**config.mk**
```make
export PLATFORM = sky130hd
export DESIGN_NAME = game_ctrl_fsm_flat
export DESIGN_NICKNAME = d
export VERILOG_FILES = /design/src/rtl/tetris_pkg.sv /design/src/rtl/game_ctrl_fsm_if.sv /design/src/rtl/drop_timer.sv /design/src/rtl/game_ctrl_fsm.sv /design/src/flat_wrapper.sv
export SDC_FILE = /design/constraint.sdc
export NUM_CORES = 1
export LEC_CHECK = 0
export BUFFER_PORTS_ARGS = -buffer_cell sky130_fd_sc_hd__buf_2
export CORE_ASPECT_RATIO = 1.75
export CORE_UTILIZATION = 29
export CTS_CLUSTER_DIAMETER = 50
export DETAILED_ROUTE_END_ITERATION = 7
export GPL_ROUTABILITY_DRIVEN = 0
export SYNTH_ARGS = -nofsm -noshare
export SYNTH_HDL_FRONTEND = slang
export SYNTH_SLANG_ARGS = --single-unit
export TNS_END_PERCENT = 50
```
**constraint.sdc**
```tcl
create_clock -name clka -period 6.3 [get_ports clka]
set_input_delay 0.315 -clock clka [delete_from_list [all_inputs] [get_ports clka]]
set_output_delay 0.315 -clock clka [all_outputs]
set_load 0.02 [all_outputs]
```
**src/rtl/tetris_pkg.sv**
```systemverilog
// rtl/tetris_pkg.sv - shared state encoding and board constants for the game controller
package tetris_pkg;

  localparam int ROWS_DEFAULT  = 11;
  localparam int ROW_W_DEFAULT = $clog2(ROWS_DEFAULT);
  localparam logic [ROW_W_DEFAULT-1:0] ROW_NONE = '1;

  typedef enum logic [2:0] {
    S_NEWBOARD = 3'd0,
    S_GEN      = 3'd1,
    S_MOVE     = 3'd2,
    S_LAND     = 3'd3,
    S_CLEAR    = 3'd4,
    S_PAUSE    = 3'd5,
    S_GAMEOVER = 3'd6
  } state_t;

  // Encoding 7 is unreachable; recover to a fresh board if it ever appears.
  localparam state_t STATE_ILLEGAL_NEXT = S_NEWBOARD;

endpackage

```
**src/rtl/game_ctrl_fsm_if.sv**
```systemverilog
// rtl/game_ctrl_fsm_if.sv - datapath handshake bundle between the game controller and its datapath
interface game_ctrl_fsm_if #(
  parameter int ROWS    = tetris_pkg::ROWS_DEFAULT,
  parameter int ROW_W   = $clog2(ROWS),
  parameter int LINES_W = 10,
  parameter int LEVEL_W = 4
);
  logic               start;
  logic               restart_game;
  logic               pause;
  logic               gen_done;
  logic               game_over;
  logic               touched;
  logic               land_done;
  logic [ROWS-1:0]    full_rows;
  logic               clear_done;
  logic [2:0]         state;
  logic               start_gen;
  logic               start_move;
  logic               start_land;
  logic               start_clear;
  logic [ROW_W-1:0]   clear_row;
  logic               drop_tick;
  logic [LINES_W-1:0] lines_total;
  logic [LEVEL_W-1:0] level;

  modport master (
    output start, restart_game, pause, gen_done, game_over, touched,
           land_done, full_rows, clear_done,
    input  state, start_gen, start_move, start_land, start_clear,
           clear_row, drop_tick, lines_total, level
  );

  modport slave (
    input  start, restart_game, pause, gen_done, game_over, touched,
           land_done, full_rows, clear_done,
    output state, start_gen, start_move, start_land, start_clear,
           clear_row, drop_tick, lines_total, level
  );
endinterface

```
**src/rtl/drop_timer.sv**
```systemverilog
// rtl/drop_timer.sv - level-dependent gravity period counter producing a one-cycle drop tick
module drop_timer #(
  parameter int LEVEL_W   = 4,
  parameter int DROP_BASE = 50,
  parameter int DROP_STEP = 5,
  parameter int DROP_MIN  = 5
) (
  input  logic               clka,
  input  logic               restart_n,
  input  logic               i_enable,
  input  logic               i_clear,
  input  logic [LEVEL_W-1:0] i_level,
  output logic               o_drop_tick
);
  localparam int P_MAX = (DROP_BASE > DROP_MIN) ? DROP_BASE : DROP_MIN;
  localparam int CNT_W = (P_MAX > 1) ? $clog2(P_MAX) : 1;

  logic [31:0]      w_step_total;
  logic [31:0]      w_period;
  logic [CNT_W-1:0] r_cnt;
  logic             r_tick;

  // Subtraction is only taken when it cannot underflow.
  always_comb begin
    w_step_total = 32'(i_level) * 32'(DROP_STEP);
    w_period     = 32'(DROP_MIN);
    if ((32'(DROP_BASE) > w_step_total) &&
        (32'(DROP_BASE) - w_step_total > 32'(DROP_MIN)))
      w_period = 32'(DROP_BASE) - w_step_total;
  end

  always_ff @(posedge clka or negedge restart_n) begin
    if (!restart_n) begin
      r_cnt  <= '0;
      r_tick <= 1'b0;
    end else if (i_clear) begin
      r_cnt  <= '0;
      r_tick <= 1'b0;
    end else begin
      r_tick <= 1'b0;
      if (i_enable) begin
        if (32'(r_cnt) >= w_period - 32'd1) begin
          r_cnt  <= '0;
          r_tick <= 1'b1;
        end else begin
          r_cnt <= r_cnt + CNT_W'(1);
        end
      end
    end
  end

  assign o_drop_tick = r_tick;
endmodule

```
**src/rtl/game_ctrl_fsm.sv**
```systemverilog
// rtl/game_ctrl_fsm.sv - game phase sequencer with multi-row clearing, line/level tracking and gravity
module game_ctrl_fsm
  import tetris_pkg::*;
#(
  parameter int ROWS            = ROWS_DEFAULT,
  parameter int ROW_W           = $clog2(ROWS),
  parameter int LINES_W         = 10,
  parameter int LEVEL_W         = 4,
  parameter int LEVEL_MAX       = 9,
  parameter int LINES_PER_LEVEL = 10,
  parameter int DROP_BASE       = 50,
  parameter int DROP_STEP       = 5,
  parameter int DROP_MIN        = 5
) (
  input logic            clka,
  input logic            restart_n,
  game_ctrl_fsm_if.slave bus
);
  localparam int SUB_W = $clog2(LINES_PER_LEVEL + 1);

  state_t             r_state;
  state_t             w_next;
  logic               w_pick;
  logic [ROWS-1:0]    w_src;
  logic               w_line;
  logic               w_wipe;
  logic               w_move_entry;
  logic [ROWS-1:0]    r_pending;
  logic [ROW_W-1:0]   r_clear_row;
  logic               r_start_gen;
  logic               r_start_move;
  logic               r_start_land;
  logic               r_start_clear;
  logic [LINES_W-1:0] r_lines;
  logic [SUB_W-1:0]   r_sub;
  logic [LEVEL_W-1:0] r_level;
  logic               w_drop_tick;

  // Lowest index first: clearing row r only shifts rows above it, so higher pending indices stay valid.
  function automatic logic [ROW_W-1:0] lowest_set(input logic [ROWS-1:0] mask);
    logic [ROW_W-1:0] idx;
    idx = ROW_W'(ROW_NONE);
    for (int i = ROWS - 1; i >= 0; i--)
      if (mask[i]) idx = ROW_W'(i);
    return idx;
  endfunction

  always_ff @(posedge clka or negedge restart_n) begin
    if (!restart_n) r_state <= S_NEWBOARD;
    else            r_state <= w_next;
  end

  always_comb begin
    w_next = r_state;
    w_pick = 1'b0;
    w_src  = r_pending;
    case (r_state)
      S_NEWBOARD: if (bus.start) w_next = S_GEN;
      S_GEN:      if (bus.gen_done) w_next = bus.game_over ? S_GAMEOVER : S_MOVE;
      S_MOVE: begin
        if (bus.touched)    w_next = S_LAND;
        else if (bus.pause) w_next = S_PAUSE;
      end
      S_PAUSE:    if (bus.pause) w_next = S_MOVE;
      S_LAND: begin
        if (bus.land_done) begin
          if (bus.full_rows == '0) begin
            w_next = S_GEN;
          end else begin
            w_next = S_CLEAR;
            w_pick = 1'b1;
            w_src  = bus.full_rows;
          end
        end
      end
      S_CLEAR: begin
        if (bus.clear_done) begin
          if (r_pending == '0) w_next = S_GEN;
          else                 w_pick = 1'b1;
        end
      end
      S_GAMEOVER: if (bus.restart_game) w_next = S_NEWBOARD;
      default:    w_next = STATE_ILLEGAL_NEXT;
    endcase
  end

  assign w_line       = (r_state == S_CLEAR) && bus.clear_done;
  assign w_wipe       = (r_state == S_GAMEOVER) && bus.restart_game;
  assign w_move_entry = (r_state == S_GEN) && (w_next == S_MOVE);

  always_ff @(posedge clka or negedge restart_n) begin
    if (!restart_n) begin
      r_start_gen   <= 1'b0;
      r_start_move  <= 1'b0;
      r_start_land  <= 1'b0;
      r_start_clear <= 1'b0;
      r_clear_row   <= '0;
      r_pending     <= '0;
      r_lines       <= '0;
      r_sub         <= '0;
      r_level       <= '0;
    end else begin
      r_start_gen   <= (w_next == S_GEN)  && (r_state != S_GEN);
      r_start_move  <= (w_next == S_MOVE) && (r_state != S_MOVE);
      r_start_land  <= (w_next == S_LAND) && (r_state != S_LAND);
      r_start_clear <= w_pick;
      if (w_pick) begin
        r_clear_row <= lowest_set(w_src);
        r_pending   <= w_src & (w_src - ROWS'(1));
      end
      if (w_wipe) begin
        r_lines <= '0;
        r_sub   <= '0;
        r_level <= '0;
      end else if (w_line) begin
        if (r_lines != '1) r_lines <= r_lines + LINES_W'(1);
        if (32'(r_sub) == 32'(LINES_PER_LEVEL - 1)) begin
          r_sub <= '0;
          if (32'(r_level) < 32'(LEVEL_MAX)) r_level <= r_level + LEVEL_W'(1);
        end else begin
          r_sub <= r_sub + SUB_W'(1);
        end
      end
    end
  end

  drop_timer #(
    .LEVEL_W   (LEVEL_W),
    .DROP_BASE (DROP_BASE),
    .DROP_STEP (DROP_STEP),
    .DROP_MIN  (DROP_MIN)
  ) u_drop_timer (
    .clka        (clka),
    .restart_n   (restart_n),
    .i_enable    (r_state == S_MOVE),
    .i_clear     (w_move_entry),
    .i_level     (r_level),
    .o_drop_tick (w_drop_tick)
  );

  assign bus.state       = r_state;
  assign bus.start_gen   = r_start_gen;
  assign bus.start_move  = r_start_move;
  assign bus.start_land  = r_start_land;
  assign bus.start_clear = r_start_clear;
  assign bus.clear_row   = r_clear_row;
  assign bus.drop_tick   = w_drop_tick;
  assign bus.lines_total = r_lines;
  assign bus.level       = r_level;
endmodule

```
**src/flat_wrapper.sv**
```systemverilog
// flat-port wrapper written by rule: the top's interface ports become plain ports
module game_ctrl_fsm_flat import tetris_pkg::*;
#(
  parameter int ROWS            = ROWS_DEFAULT,
  parameter int ROW_W           = $clog2(ROWS),
  parameter int LINES_W         = 10,
  parameter int LEVEL_W         = 4,
  parameter int LEVEL_MAX       = 9,
  parameter int LINES_PER_LEVEL = 10,
  parameter int DROP_BASE       = 50,
  parameter int DROP_STEP       = 5,
  parameter int DROP_MIN        = 5
)
  (clka, restart_n, bus_start, bus_restart_game, bus_pause, bus_gen_done, bus_game_over, bus_touched, bus_land_done, bus_full_rows, bus_clear_done, bus_state, bus_start_gen, bus_start_move, bus_start_land, bus_start_clear, bus_clear_row, bus_drop_tick, bus_lines_total, bus_level);
  game_ctrl_fsm_if #(.ROWS(ROWS), .ROW_W(ROW_W), .LINES_W(LINES_W), .LEVEL_W(LEVEL_W)) bus_i ();
  input logic clka;
  input logic restart_n;
  input wire logic [$bits(bus_i.start)-1:0] bus_start;
  input wire logic [$bits(bus_i.restart_game)-1:0] bus_restart_game;
  input wire logic [$bits(bus_i.pause)-1:0] bus_pause;
  input wire logic [$bits(bus_i.gen_done)-1:0] bus_gen_done;
  input wire logic [$bits(bus_i.game_over)-1:0] bus_game_over;
  input wire logic [$bits(bus_i.touched)-1:0] bus_touched;
  input wire logic [$bits(bus_i.land_done)-1:0] bus_land_done;
  input wire logic [$bits(bus_i.full_rows)-1:0] bus_full_rows;
  input wire logic [$bits(bus_i.clear_done)-1:0] bus_clear_done;
  output wire logic [$bits(bus_i.state)-1:0] bus_state;
  output wire logic [$bits(bus_i.start_gen)-1:0] bus_start_gen;
  output wire logic [$bits(bus_i.start_move)-1:0] bus_start_move;
  output wire logic [$bits(bus_i.start_land)-1:0] bus_start_land;
  output wire logic [$bits(bus_i.start_clear)-1:0] bus_start_clear;
  output wire logic [$bits(bus_i.clear_row)-1:0] bus_clear_row;
  output wire logic [$bits(bus_i.drop_tick)-1:0] bus_drop_tick;
  output wire logic [$bits(bus_i.lines_total)-1:0] bus_lines_total;
  output wire logic [$bits(bus_i.level)-1:0] bus_level;
  assign bus_i.start = bus_start;
  assign bus_i.restart_game = bus_restart_game;
  assign bus_i.pause = bus_pause;
  assign bus_i.gen_done = bus_gen_done;
  assign bus_i.game_over = bus_game_over;
  assign bus_i.touched = bus_touched;
  assign bus_i.land_done = bus_land_done;
  assign bus_i.full_rows = bus_full_rows;
  assign bus_i.clear_done = bus_clear_done;
  assign bus_state = bus_i.state;
  assign bus_start_gen = bus_i.start_gen;
  assign bus_start_move = bus_i.start_move;
  assign bus_start_land = bus_i.start_land;
  assign bus_start_clear = bus_i.start_clear;
  assign bus_clear_row = bus_i.clear_row;
  assign bus_drop_tick = bus_i.drop_tick;
  assign bus_lines_total = bus_i.lines_total;
  assign bus_level = bus_i.level;
  game_ctrl_fsm #(.ROWS(ROWS), .ROW_W(ROW_W), .LINES_W(LINES_W), .LEVEL_W(LEVEL_W), .LEVEL_MAX(LEVEL_MAX), .LINES_PER_LEVEL(LINES_PER_LEVEL), .DROP_BASE(DROP_BASE), .DROP_STEP(DROP_STEP), .DROP_MIN(DROP_MIN)) u_core (.clka(clka), .restart_n(restart_n), .bus(bus_i));
endmodule
```
[After elaboration in Yosys (flattened, before gate mapping)]
Cells that the tools add are included.
Word-level totals
  flip-flop bits (word level): 47
  input port bits: 21
  output and inout port bits: 26
  logic and storage cells: 104
Cells by class
  add/sub/neg operators: 7
  multiply operators: 1
  magnitude comparators: 4
  eq/ne operators: 14
  mux-type cells: 48
  bitwise operators: 1
  reduce and logical (&&, ||, !) cells: 17
Operators with widths (number)
  4-bit two-way mux: 15
  3-bit two-way mux: 14
  11-bit two-way mux: 3
  6-bit by 32-bit >= comparator with 1-bit output: 1
  32-bit by 3-bit > comparator with 1-bit output, second input constant: 1
  32-bit two-way mux: 1
  32-bit by 1-bit subtractor with 32-bit output, second input constant: 1
  10-bit two-way mux: 3
  11-bit zero test: 2
  3-bit one-hot mux with 7 select lines: 1
  6-bit two-way mux: 3
  3-bit by 2-bit equality test with 1-bit output, second input constant: 4
  11-bit bitwise AND: 1
  11-bit by 1-bit subtractor with 11-bit output, second input constant: 1
  10-bit by 1-bit adder with 10-bit output, second input constant: 1
  10-bit != test, second input constant: 1
  2-bit nonzero test: 5
  3-bit equality test, second input constant: 3
  4-bit by 1-bit adder with 4-bit output, second input constant: 2
  6-bit by 7-bit subtractor with 8-bit output, first input constant: 1
  6-bit by 7-bit > comparator with 1-bit output, first input constant: 1
  1-bit logical AND: 7
  4-bit by 3-bit multiplier with 7-bit output, second input constant: 1
  1-bit two-way mux: 7
  10 further kinds: 12

[Logic depth before layout (Yosys ltp)]
Gate-level depths: netlist (run 1).
  depth in word-level cells: 15
  depth in mapped cells: 17
  depth with buffers taken out: 17

[Hierarchy]
From an unflattened synthesis (run 1), not the netlist that was laid out.
Second synthesis, totals
  cell total of the unflattened synthesis: 377
  area total of the unflattened synthesis: 3458.3 µm²
Modules (own cells, without submodules)
  game_ctrl_fsm: times used 1, cells an instance 254, area each 2311.0 µm², sequential area each 975.9 µm²
  drop_timer: times used 1, cells an instance 123, area each 1147.4 µm², sequential area each 175.2 µm²

[Least setup slack after synthesis (run 1)]
No wires, ideal clock.
  path type: reg2reg
  from: register u_core.r_level[1], in the netlist u_core.bus.level[1]
  to: register u_core.u_drop_timer.r_cnt[1]
  setup time: 0.126 ns
  arrival time: 3.941 ns
  required time: 6.174 ns
  slack: 2.232 ns
  cell stages (with the launch flop): 17
  path buffers: 1
  period minus slack after synthesis: 4.068 ns
  cells stage by stage: dfrtp_1 -> ha_1 -> ha_1 -> clkbuf_1 -> or4_1 -> a32oi_1 -> o31a_1 -> and2_1 -> ha_1 -> and4b_1 -> o21ai_0 -> ha_1 -> nand2_1 -> o21ai_0 -> nand4_1 -> a32oi_1 -> o21ai_1
On the way
  cells in the longest elaborated chain, start to end: 10
  elaborated cells on any way between the ends: 11
  classes of those cells: add/sub (2); mul (1); order compare (3); mux (4); reduce/logical (1)
Ends and longest elaborated chain
  start: declaration: line game_ctrl_fsm.sv:36  | logic [LEVEL_W-1:0] r_level;
  start signal: assignment: line game_ctrl_fsm.sv:119  | if (32'(r_level) < 32'(LEVEL_MAX)) r_level <= r_level + LEVEL_W'(1);
  4-bit by 3-bit multiplier with 7-bit output *: line drop_timer.sv:25  | w_step_total = 32'(i_level) * 32'(DROP_STEP);
  6-bit by 7-bit subtractor with 8-bit output: line drop_timer.sv:28, drop_timer.sv:29
  32-bit by 3-bit > comparator with 1-bit output: line drop_timer.sv:28  | (32'(DROP_BASE) - w_step_total > 32'(DROP_MIN)))
  1-bit logical AND: line drop_timer.sv:27  | if ((32'(DROP_BASE) > w_step_total) &&
  32-bit two-way mux *: line drop_timer.sv:27
  32-bit by 1-bit subtractor with 32-bit output *: line drop_timer.sv:42  | if (32'(r_cnt) >= w_period - 32'd1) begin
  6-bit by 32-bit >= comparator with 1-bit output *: line drop_timer.sv:42
  6-bit two-way mux *: line drop_timer.sv:42
  6-bit two-way mux *: line drop_timer.sv:41  | if (i_enable) begin
  6-bit two-way mux *: line drop_timer.sv:36  | end else if (i_clear) begin
  end signal: assignment: line drop_timer.sv:46  | r_cnt <= r_cnt + CNT_W'(1);
  end: declaration: line drop_timer.sv:20  | logic [CNT_W-1:0] r_cnt;
Mark *: on every way between the ends. The rest lies on a longest branch, timed or not. The select of a mux whose other input is x is not followed.
A chain may end at the register's enable or synchronous reset.

[Worst setup path after layout (run 1)]
  from: register u_core.r_level[1], in the netlist u_core.bus.level[1]
  to: register u_core.u_drop_timer.r_cnt[5]
Same word-level chain as after synthesis.

==> metrics.md, run 1 <==
| Metric | Value |
|---|---|
| Largest net degree at the start of global routing | 47 |
| Peak supply drop | 0.2389 mV |
| Worst-path fanout max | 12 |
| WP data arrival | 4.63 ns |
| H-tree Lvls | 2 |
| Worst-Skew Late Latency | 0.29 ns |
| Reg2reg path depth | 15 |
| Crit share post-route | 0.7078 |
| XOR/XNOR Fraction of Synth Area | 0.05510 |
| GRT Resource Usage Total | 0.1465 |
| RR Startpoint | u_core.bus.level[1] |
| Post-DP HPWL | 7.037 mm |
| Post-Route WL | slightly below 9 mm |
| Worst hold slack | 0.2040 ns |
| FP Rows | 52 |
| CP startpoint kind | flop |
| GRT overflow | 0 |
| Synth Area in Compound Gates | 0.1832 |
| Crit path required time | roughly 6.5 ns |
| Synth unique cells | 72 |
| MaxCap Viol Count | 0 |
| DRC violations left | 0 |
| Core area | roughly 0.012 mm² |
| Main combinational cell family by area after synthesis | simple AND/OR/NAND/NOR gates |
| Power density cells | 401.0 mW/mm² |
| Drt initial violations | around 150 |
| Post-cts hold buffer count | 0 |
| Total power | 1.613 mW |
| Post-CTS setup repair buffer count | 0 |
| #FFs+latches synth | 46 |
| Fin util | 0.3455 |
| Chip width | 85.01 µm |
| Synth top area cells | dfrtp_1 (33%), ha_1 (9.7%), nor2_1 (4.6%) |
| Final hold vios | 0 |
| # nets final | 489 |
| Post-synth EDFFs | 0 |
| Antenna viol nets, final | 0 |
| Via-to-Cell Ratio | 5.517 |
| Root Driver | clkbuf_16 |
| Die Ht | around 150 µm |
| First-pass GRT wire length | 14.97 mm |
| Reg2Reg Setup Slack | 1.84 ns |
| Asr flop ratio synth | 1.000 |
| Vias in the first global route | 3158 |
| Ant diodes | 0 |
| Initial Util | 0.3003 |
| Setup CP Type | reg2reg |
| Status | finished clean |
| Syn Inst Count | 393 |
| Share of cells above drive strength 1 | 0.1837 |
| Initial antenna violation count | 0 |
| Adder-cell share of the synthesized area | 0.1023 |
| Crit path time final | approximately 4.5 ns |
| Reg-to-reg endpoint | u_core.u_drop_timer.r_cnt[5] |
| Min-delay worst type | in2async |
| TritonRoute pass-1 iters | 4 |
| Clock buffer depth | 2 |
| Clock Pin Slew Worst Setup and Hold Paths | 0.06 ns |
| Critical path capture point type | flop |
| Count of pins over their slew limit | 0 |
| Placed Cells | 568 |
| CP endpoint | u_core.u_drop_timer.r_cnt[5] |
| Final setup vio count | 0 |
| Synth Area per Inst | 8.898 µm² |
| CTS tree | built |
| Critical Path Source | u_core.bus.level[1] |
| Die area | 0.01252 mm² |
| Yosys warnings | 0 |
| Top-Level Pins | 47 |
| Top FF cell, synth | dfrtp_1 |
| Port bufs | between 40 and 50 |
| RSZ-0062 raised after global routing | no |
| Slew HR | 0.3087 |
| Clock Skews | about 0.0035 ns |
| Area share of the largest cell type after synthesis | 0.3292 |
| Vias | 3178 |
| Leakage power | 1.809 nW |
| Sequential area share after synthesis | 0.3292 |
| TNS Setup | 0 ns |
| Slew @ Worst Pin | 1.037 ns |
| WL per Instance | 15.41 µm |
| Fmax | 224.3 MHz |
| PostCTS Resize Cnt | 0 |
| TritonCTS Sinks | 46 |
| Cts bufs inserted | 5 |
| Area leader, netlist | dfrtp_1 |
| Mux contribution to synthesized area | 0.02791 |
| Simple-gate share of the synthesized area | 0.2680 |
| Final Non-Filler Cells | 576 |
| Layout area overhead | 15.06% |
| Post-Synthesis Cell Area | 0.003497 mm² |
synthesized netlist by cell type, types with 4 or more instances:
master and number:
xnor2_1 12, nor2b_1 7, o211ai_1 4, nand2b_1 6
or2_2 5, clkbuf_1 9, nand2_1 34, and3_1 5
ha_1 27, nand3_1 18, o21ai_0 17, xor2_1 10
a21oi_1 15, mux2_2 6, nor3_1 7, and4b_1 4
nand4_1 9, nor2_1 43, inv_1 11, dfrtp_1 46
a32oi_1 6, o21ai_1 5, or3_1 4, a211oi_1 4
nor4_1 5
sequential cells by signal, indices dropped and copies added, names as in the netlist:
signal                           flops
u_core.bus.lines_total              10
u_core.bus.start_clear               1
u_core.bus.state                     3
u_core.bus.start_gen                 1
u_core.bus.clear_row                 4
u_core.bus.start_move                1
u_core.bus.start_land                1
u_core.bus.level                     4
u_core.u_drop_timer.r_cnt            6
u_core.r_pending                    10
u_core.u_drop_timer.o_drop_tick      1
u_core.r_sub                         4
per-stage QoR:
stage               setup slack (ns)  instance area (µm²)
floorplan                      2.232                 3527
global placement               2.048                 3862
detailed placement             1.845                 3862
CTS                            1.831                 4024
global route                   1.467                 4024
finish                         1.841                 4024
power breakdown:
| group | internal, mW | leakage [nW] | switching [mW] |
|---|---|---|---|
| clock | 0.170 | 0.0801 | 0.114 |
| sequential | 0.394 | 0.601 | 0.136 |
| combinational | 0.332 | 1.13 | 0.469 |
| total | 0.895 | 1.81 | 0.718 |
worst min-delay path by stage:
stage | from | to | slack (ns)
6_report | restart_n | u_core.bus.lines_total[7] | 0.20
5_1_grt | restart_n | u_core.bus.lines_total[7] | 0.31
4_1_cts | restart_n | u_core.bus.lines_total[6] | 0.26
3_5_place_dp | u_core.bus.clear_row[2] | u_core.bus.clear_row[2] | 0.47
3_3_place_gp | u_core.bus.clear_row[2] | u_core.bus.clear_row[2] | 0.47
2_1_floorplan | restart_n | u_core.bus.clear_row[0] | 0.02
cell usage in the layout, fill, tap and decap left out, types with 10 or more instances in the layout:
cell,instances
xnor2_1,12
nand3_1,18
a21oi_1,15
xor2_1,10
o21ai_0,17
ha_1,27
dfrtp_1,46
inv_1,11
buf_2,46
nand2_1,34
nor2_1,43
per-layer routing:
metal  global-route usage  part of all wire  up-vias
li1                     -                 -     1545
met1               0.1538              0.38     1520
met2               0.2859              0.56       90
met3              0.01573             0.031       23
met4              0.06356             0.032        0
met5                    0                 0        -
cell families (layout without fill, tap and decap cells):
kind of cell / after synthesis / count (layout)
flops: 46 / 46
buf+inv: 27 / 67
mux: 9 / 9
simple gates: 170 / 170
compound gates: 90 / 90
fa+ha+maj: 28 / 28
other cells: 1 / 9
xor+xnor: 22 / 22
cell type report:
cell class	count	area (µm²)
Sequential cell	46	1151
Clock buffer	7	152.6
Multi-Input combinational cell	328	2260
Inverter	12	45.04
Timing Repair Buffer	47	237.7
Fill cell	1182	7622
Tap cell	135	168.9
Clock inverter	1	8.758
critical path, cell delays in order (launching register included):
cell and delay (ns):
dfrtp_1 0.51, ha_1 0.36, ha_1 0.40, or4_1 0.56, a32oi_1 0.40, o31a_1 0.24, and2_1 0.16, ha_1 0.20
and4b_1 0.19, o21ai_0 0.09, ha_1 0.32, nand2_1 0.05, o21ai_0 0.22, nand4_1 0.28, a32oi_1 0.28, o21ai_1 0.09
(Power assumes the default switching activity.)
==> inputs of run 2 (changes only) <==
==> constraint.sdc (replaced) <==
create_clock -name clka -period 4.25 [get_ports clka]
set_input_delay 0.2125 -clock clka [delete_from_list [all_inputs] [get_ports clka]]
set_output_delay 0.2125 -clock clka [all_outputs]
set_load 0.02 [all_outputs]
==> metrics.md, run 2 (synthesized netlist as in run 1, its figures left out) <==
| Metric | Value |
|---|---|
| CTS tree | built |
| WL per Instance | about 16 µm |
| Min-delay worst type | in2async |
| WP data arrival | 4.11 ns |
| Reg2reg path depth | 17 |
| Core area | 0.01165 mm² |
| Placed Cells | 573 |
| GRT Resource Usage Total | 0.1512 |
| CP startpoint kind | flop |
| Antenna viol nets, final | 0 |
| Most frequent cells in the layout | buf_2 (46), dfrtp_1 (46), nor2_1 (42) |
| Slowest stage cell, crit path | fa_2 |
| Placed cell areas | approximately 0.0039 mm² |
| Clock Skews | approximately 0.0067 ns |
| Most used cell along the critical path | ha_1 |
| Worst-Skew Late Latency | just under 0.3 ns |
| Worst stage delay on the critical path | between 0.6 and 0.7 ns |
| Port bufs | 46 |
| Cts bufs inserted | 5 |
| H-tree Lvls | 2 |
| Leakage power | 1.852 nW |
| First-pass GRT wire length | 15.41 mm |
| TNS Setup | 0 ns |
| Final setup vio count | 0 |
| Worst hold slack | between 0.1 and 0.15 ns |
| Post-DP HPWL | 7.083 mm |
| Largest net degree at the start of global routing | 47 |
| Worst-path fanout max | 5 |
| Final Non-Filler Cells | 582 |
| GRT overflow | 0 |
| TritonRoute pass-1 iters | 4 |
| Layout fillers | 1187 |
| Critical path capture point type | flop |
| Initial Util | 0.3003 |
| Vias in the first global route | 3281 |
| Share of cells above drive strength 1 | 0.2125 |
| MaxCap Viol Count | 0 |
| Cell area after layout | 0.004099 mm² |
| Slew HR | 0.2792 |
| Die area | 0.01252 mm² |
| Slew @ Worst Pin | 1.081 ns |
| DRC violations left | 0 |
| Final hold vios | 0 |
| Post-Route WL | 9.195 mm |
| Peak supply drop | 0.3473 mV |
| FP Rows | 52 |
| Multi-input gate area | 0.002307 mm² |
| Status | finished clean |
| Clock Pin Slew Worst Setup and Hold Paths | 0.06 ns |
| Crit share post-route | 0.9286 |
| Fmax | 253.4 MHz |
| Post-cts hold buffer count | 0 |
| Die Ht | 147.3 µm |
| Vias | 3193 |
| Top-Level Pins | 47 |
| Setup CP Type | reg2reg |
| Count of pins over their slew limit | 0 |
| Crit path required time | 4.42 ns |
| Reg2Reg Setup Slack | 0.30 ns |
| Register area | 0.001151 mm² |
| TritonCTS Sinks | 46 |
| Clock buffer depth | 2 |
| # nets final | slightly below 500 |
| Reg-to-reg endpoint | u_core.u_drop_timer.r_cnt[3] |
| Critical path cell sequence | ha_1, ha_1, inv_1, fa_2, inv_1, a32oi_2, o31a_1, and2_4, ha_2, and4b_1, o21ai_0, ha_1, nand2_1, o21ai_1, nand4_1, a32oi_1, o21ai_1 |
| Ant diodes | 0 |
| Drt initial violations | 124 |
| Crit path time final | 3.947 ns |
| Chip width | 85.01 µm |
| Initial antenna violation count | 0 |
| Via-to-Cell Ratio | 5.486 |
| Root Driver | clkbuf_16 |
| Power density cells | between 500 and 600 mW/mm² |
| Layout area overhead | 17.21% |
| RR Startpoint | u_core.bus.level[1] |
-- run 2: cell types whose count changed in the layout (fill, tap and decap cells not counted), moves of 2 or more --
cell / change
buf_4: +7
clkbuf_8: -2
xnor2_1: -2
xnor2_2: +2
-- run 2: area by class of cell --
class | count | share of cell area
multi-input combinational | 328 | 0.5629
sequential | 46 | 0.2808
timing repair buffer | 54 | 0.07082
tap | 135 | 0.04121
clock buffer | 6 | 0.03144
inverter | 12 | 0.01099
clock inverter | 1 | 0.001832
-- run 2: routing by layer --
layer	up-vias	global-route usage	wire [µm]	part of all wire
met2	81	0.2960	5220	0.57
met4	0	0.05847	210	0.023
met1	1536	0.1590	3465	0.38
met3	18	0.01910	299	0.033
li1	1558	-	-	-
met5	-	0	0	0
-- run 2: how the worst max path moves through the flow --
stage | start | to | slack [ns] | depth (start not counted)
after detailed placement | u_core.bus.level[1] | u_core.u_drop_timer.r_cnt[3] | 0.13 | 17
after global routing | u_core.bus.level[3] | u_core.u_drop_timer.r_cnt[3] | -0.05 | 17
final | u_core.bus.level[1] | u_core.u_drop_timer.r_cnt[3] | 0.30 | 17
after CTS | u_core.bus.level[1] | u_core.u_drop_timer.r_cnt[3] | 0.10 | 17
after floorplan | u_core.bus.level[1] | u_core.u_drop_timer.r_cnt[1] | 0.18 | 16
after global placement | u_core.bus.level[1] | u_core.u_drop_timer.r_cnt[5] | 0.24 | 17
-- run 2: where the power goes --
part	switching [mW]	leakage, nW	internal [mW]
registers	0.203	0.601	0.584
clock network	0.164	0.0629	0.215
logic	0.710	1.19	0.510
-- run 2: timing repair --
item / CTS / global route
setup endpoints to repair: 0 / 6
resized for setup: 0 / 11
setup buffers: 0 / 2
-- run 2: per-stage QoR --
step | utilization | setup slack [ns] | power [mW]
2_1_floorplan | - | 0.1823 | 1.669
3_3_place_gp | 0.3349 | 0.2369 | 1.952
3_5_place_dp | 0.3349 | 0.1269 | 1.983
4_1_cts | 0.3466 | 0.1016 | 2.372
5_1_grt | 0.3520 | -0.04609 | 2.582
6_report | 0.3520 | 0.3033 | 2.386
-- run 2: critical path, delay by kind of cell, from the launching register on --
family,cells,cell delay (ns)
AO/OA/AOI/OAI,6,1.11
AND/OR/NAND/NOR,4,0.64
buffers and inverters,2,0.14
flip-flops,1,0.39
adder cells (fa/ha/maj),5,1.56
==> inputs of run 3 (changes only) <==
--- a/config.mk
+++ b/config.mk
@@ -11,6 +11,7 @@
 export CTS_CLUSTER_DIAMETER = 50
 export DETAILED_ROUTE_END_ITERATION = 7
 export GPL_ROUTABILITY_DRIVEN = 0
+export PLACE_DENSITY = 0.47
 export SYNTH_ARGS = -nofsm -noshare
 export SYNTH_HDL_FRONTEND = slang
 export SYNTH_SLANG_ARGS = --single-unit
==> metrics.md, run 3 (synthesized netlist as in run 1, its figures left out) <==
| Metric | Value |
|---|---|
| Status | finished clean |
| GRT overflow | 0 |
| First-pass GRT wire length | approximately 16 mm |
| Sequential Power Share | 0.326 |
| Die Ht | 147.3 µm |
| Via-to-Cell Ratio | ~5.6 |
| NetSw | 1.108 mW |
| Crit path required time | approximately 4.4 ns |
| Placed cell areas | 0.003915 mm² |
| Cts bufs inserted | 5 |
| Drt initial violations | 143 |
| Port bufs | 46 |
| Critical path capture point type | flop |
| CP delay by family, top | adder cells |
| Total power | 2.423 mW |
| Critical path cell sequence | ha_1, ha_2, inv_1, fa_2, nor2_4, xnor2_2, o31a_1, and2_1, ha_1, a21boi_0, o21ai_1, ha_1, nand2_1, o21ai_2, nand4_1, a32oi_1, o21ai_1 |
| Die area | 0.01252 mm² |
| Root Driver | clkbuf_16 |
| TritonCTS Sinks | 46 |
| Post-CTS setup repair buffer count | 0 |
| Clock Skews | approximately 0.0076 ns |
| Largest net degree at the start of global routing | 47 |
| Chip width | approximately 85 µm |
| Setup CP Type | reg2reg |
| Slew HR | 0.4828 |
| Cell area after layout | about 0.0041 mm² |
| Worst hold slack | between 0.009 and 0.01 ns |
| CP startpoint kind | flop |
| MaxCap Viol Count | 0 |
| WP data arrival | 4.14 ns |
| Reg-to-reg endpoint | u_core.u_drop_timer.r_cnt[3] |
| Crit path time final | approximately 4.0 ns |
| Power density cells | around 590 mW/mm² |
| RR Startpoint | u_core.bus.level[1] |
| Worst path buffer plus inverter count | 1 |
| Post-DP HPWL | 7.416 mm |
| DRC violations left | 0 |
| Clock buffer depth | 2 |
| Worst-Skew Late Latency | 0.29 ns |
| Sw Ratio | 0.4575 |
| Vias in the first global route | 3213 |
| Clock Pin Slew Worst Setup and Hold Paths | 0.07 ns |
| Fmax | 252.2 MHz |
| Peak supply drop | ~0.27 mV |
| Reg2reg path depth | 17 |
| Antenna viol nets, final | 0 |
| Initial antenna violation count | 0 |
| Slew @ Worst Pin | 0.7753 ns |
| Layout area overhead | 17.50% |
| Leakage power | 1.849 nW |
| Fin util | 0.3528 |
| TNS Setup | 0 ns |
| FP Rows | 52 |
| Final setup vio count | 0 |
| Share of cells above drive strength 1 | 0.2143 |
| Count of pins over their slew limit | 0 |
| Top-Level Pins | 47 |
| Vias | 3246 |
| Slowest stage cell, crit path | fa_2 |
| Initial Util | 0.3003 |
| Min-delay worst type | in2async |
| Comb power frac | 0.511 |
| Cell Int Power | 1.314 mW |
| Most used cell along the critical path | ha_1 |
| Worst-path fanout max | 5 |
| Core area | 0.01165 mm² |
| TritonRoute pass-1 iters | 5 |
| Post-Route WL | roughly 9.7 mm |
| CTS tree | built |
| Final hold vios | 0 |
| Clock share of power | 0.163 |
| Most frequent cells in the layout | buf_2 (46), dfrtp_1 (46), nor2_1 (41) |
| # nets final | 496 |
| H-tree Lvls | 2 |
| Worst stage delay on the critical path | about 0.64 ns |
| Layout fillers | 1202 |
| Ant diodes | 0 |
| Reg2Reg Setup Slack | between 0.2 and 0.3 ns |
| GRT Resource Usage Total | 0.1623 |
| WL per Instance | 16.63 µm |
| Crit share post-route | 0.9328 |
## run 3: cell count changes in the layout (fill, tap and decap cells not counted), sizes merged
cell      delta
clkinv       +2
clkinvlp     -1
## run 3: final cells by class
class / instances / area (µm²) / share of cell area
Tap cell: 135 / 168.9 / 0.04111
Clock inverter: 2 / 13.76 / 0.003350
Inverter: 12 / 45.04 / 0.01096
Multi-Input combinational cell: 328 / 2311 / 0.5624
Clock buffer: 6 / 128.9 / 0.03136
Timing Repair Buffer: 54 / 290.3 / 0.07065
Sequential cell: 46 / 1151 / 0.2801
## run 3: per-layer routing
layer,track usage,part of all wire
met1,0.1704,0.38
met2,0.3028,0.54
met3,0.02303,0.043
met4,0.09068,0.043
met5,0,0
## run 3: repair_timing
action | CTS | global route
hold buffers | 0 | 0
resized for setup | 0 | 13
endpoints found under the setup margin | 0 | 5
## run 3: worst max path at each step
stage	start	endpoint	slack [ns]	cells after the start
after floorplan	u_core.bus.level[1]	u_core.u_drop_timer.r_cnt[1]	0.18	16
after global placement	u_core.bus.level[1]	u_core.u_drop_timer.r_cnt[1]	0.20	17
after detailed placement	u_core.bus.level[1]	u_core.u_drop_timer.r_cnt[3]	0.09	17
after CTS	u_core.bus.level[1]	u_core.u_drop_timer.r_cnt[3]	0.07	17
after global routing	u_core.bus.level[1]	u_core.u_drop_timer.r_cnt[3]	-0.02	17
final	u_core.bus.level[1]	u_core.u_drop_timer.r_cnt[3]	0.29	17
## run 3: per-stage QoR
| stage | worst slack, ns | cells |
|---|---|---|
| 2_1_floorplan | 0.1823 | 401 |
| 3_3_place_gp | 0.1959 | 575 |
| 3_5_place_dp | 0.08705 | 575 |
| 4_1_cts | 0.07150 | 583 |
| 5_1_grt | -0.01662 | 583 |
| 6_report | 0.2856 | 583 |
## run 3: power groups by stage
stage | Clock, mW | Combinational [mW] | Sequential (mW)
2_1_floorplan | 0 | 0.891 | 0.778
3_3_place_gp | 0 | 1.18 | 0.795
3_5_place_dp | 0 | 1.20 | 0.796
4_1_cts | 0.412 | 1.20 | 0.790
5_1_grt | 0.426 | 1.39 | 0.822
6_report | 0.394 | 1.24 | 0.790
## run 3: worst reg2reg max path: stages, from the launching register on
cell and delay [ns]:
dfrtp_1 0.39, ha_1 0.30, ha_2 0.17, inv_1 0.05
fa_2 0.64, nor2_4 0.06, xnor2_2 0.17, o31a_1 0.32
and2_1 0.18, ha_1 0.21, a21boi_0 0.17, o21ai_1 0.09
ha_1 0.29, nand2_1 0.07, o21ai_2 0.15, nand4_1 0.23
a32oi_1 0.27, o21ai_1 0.09
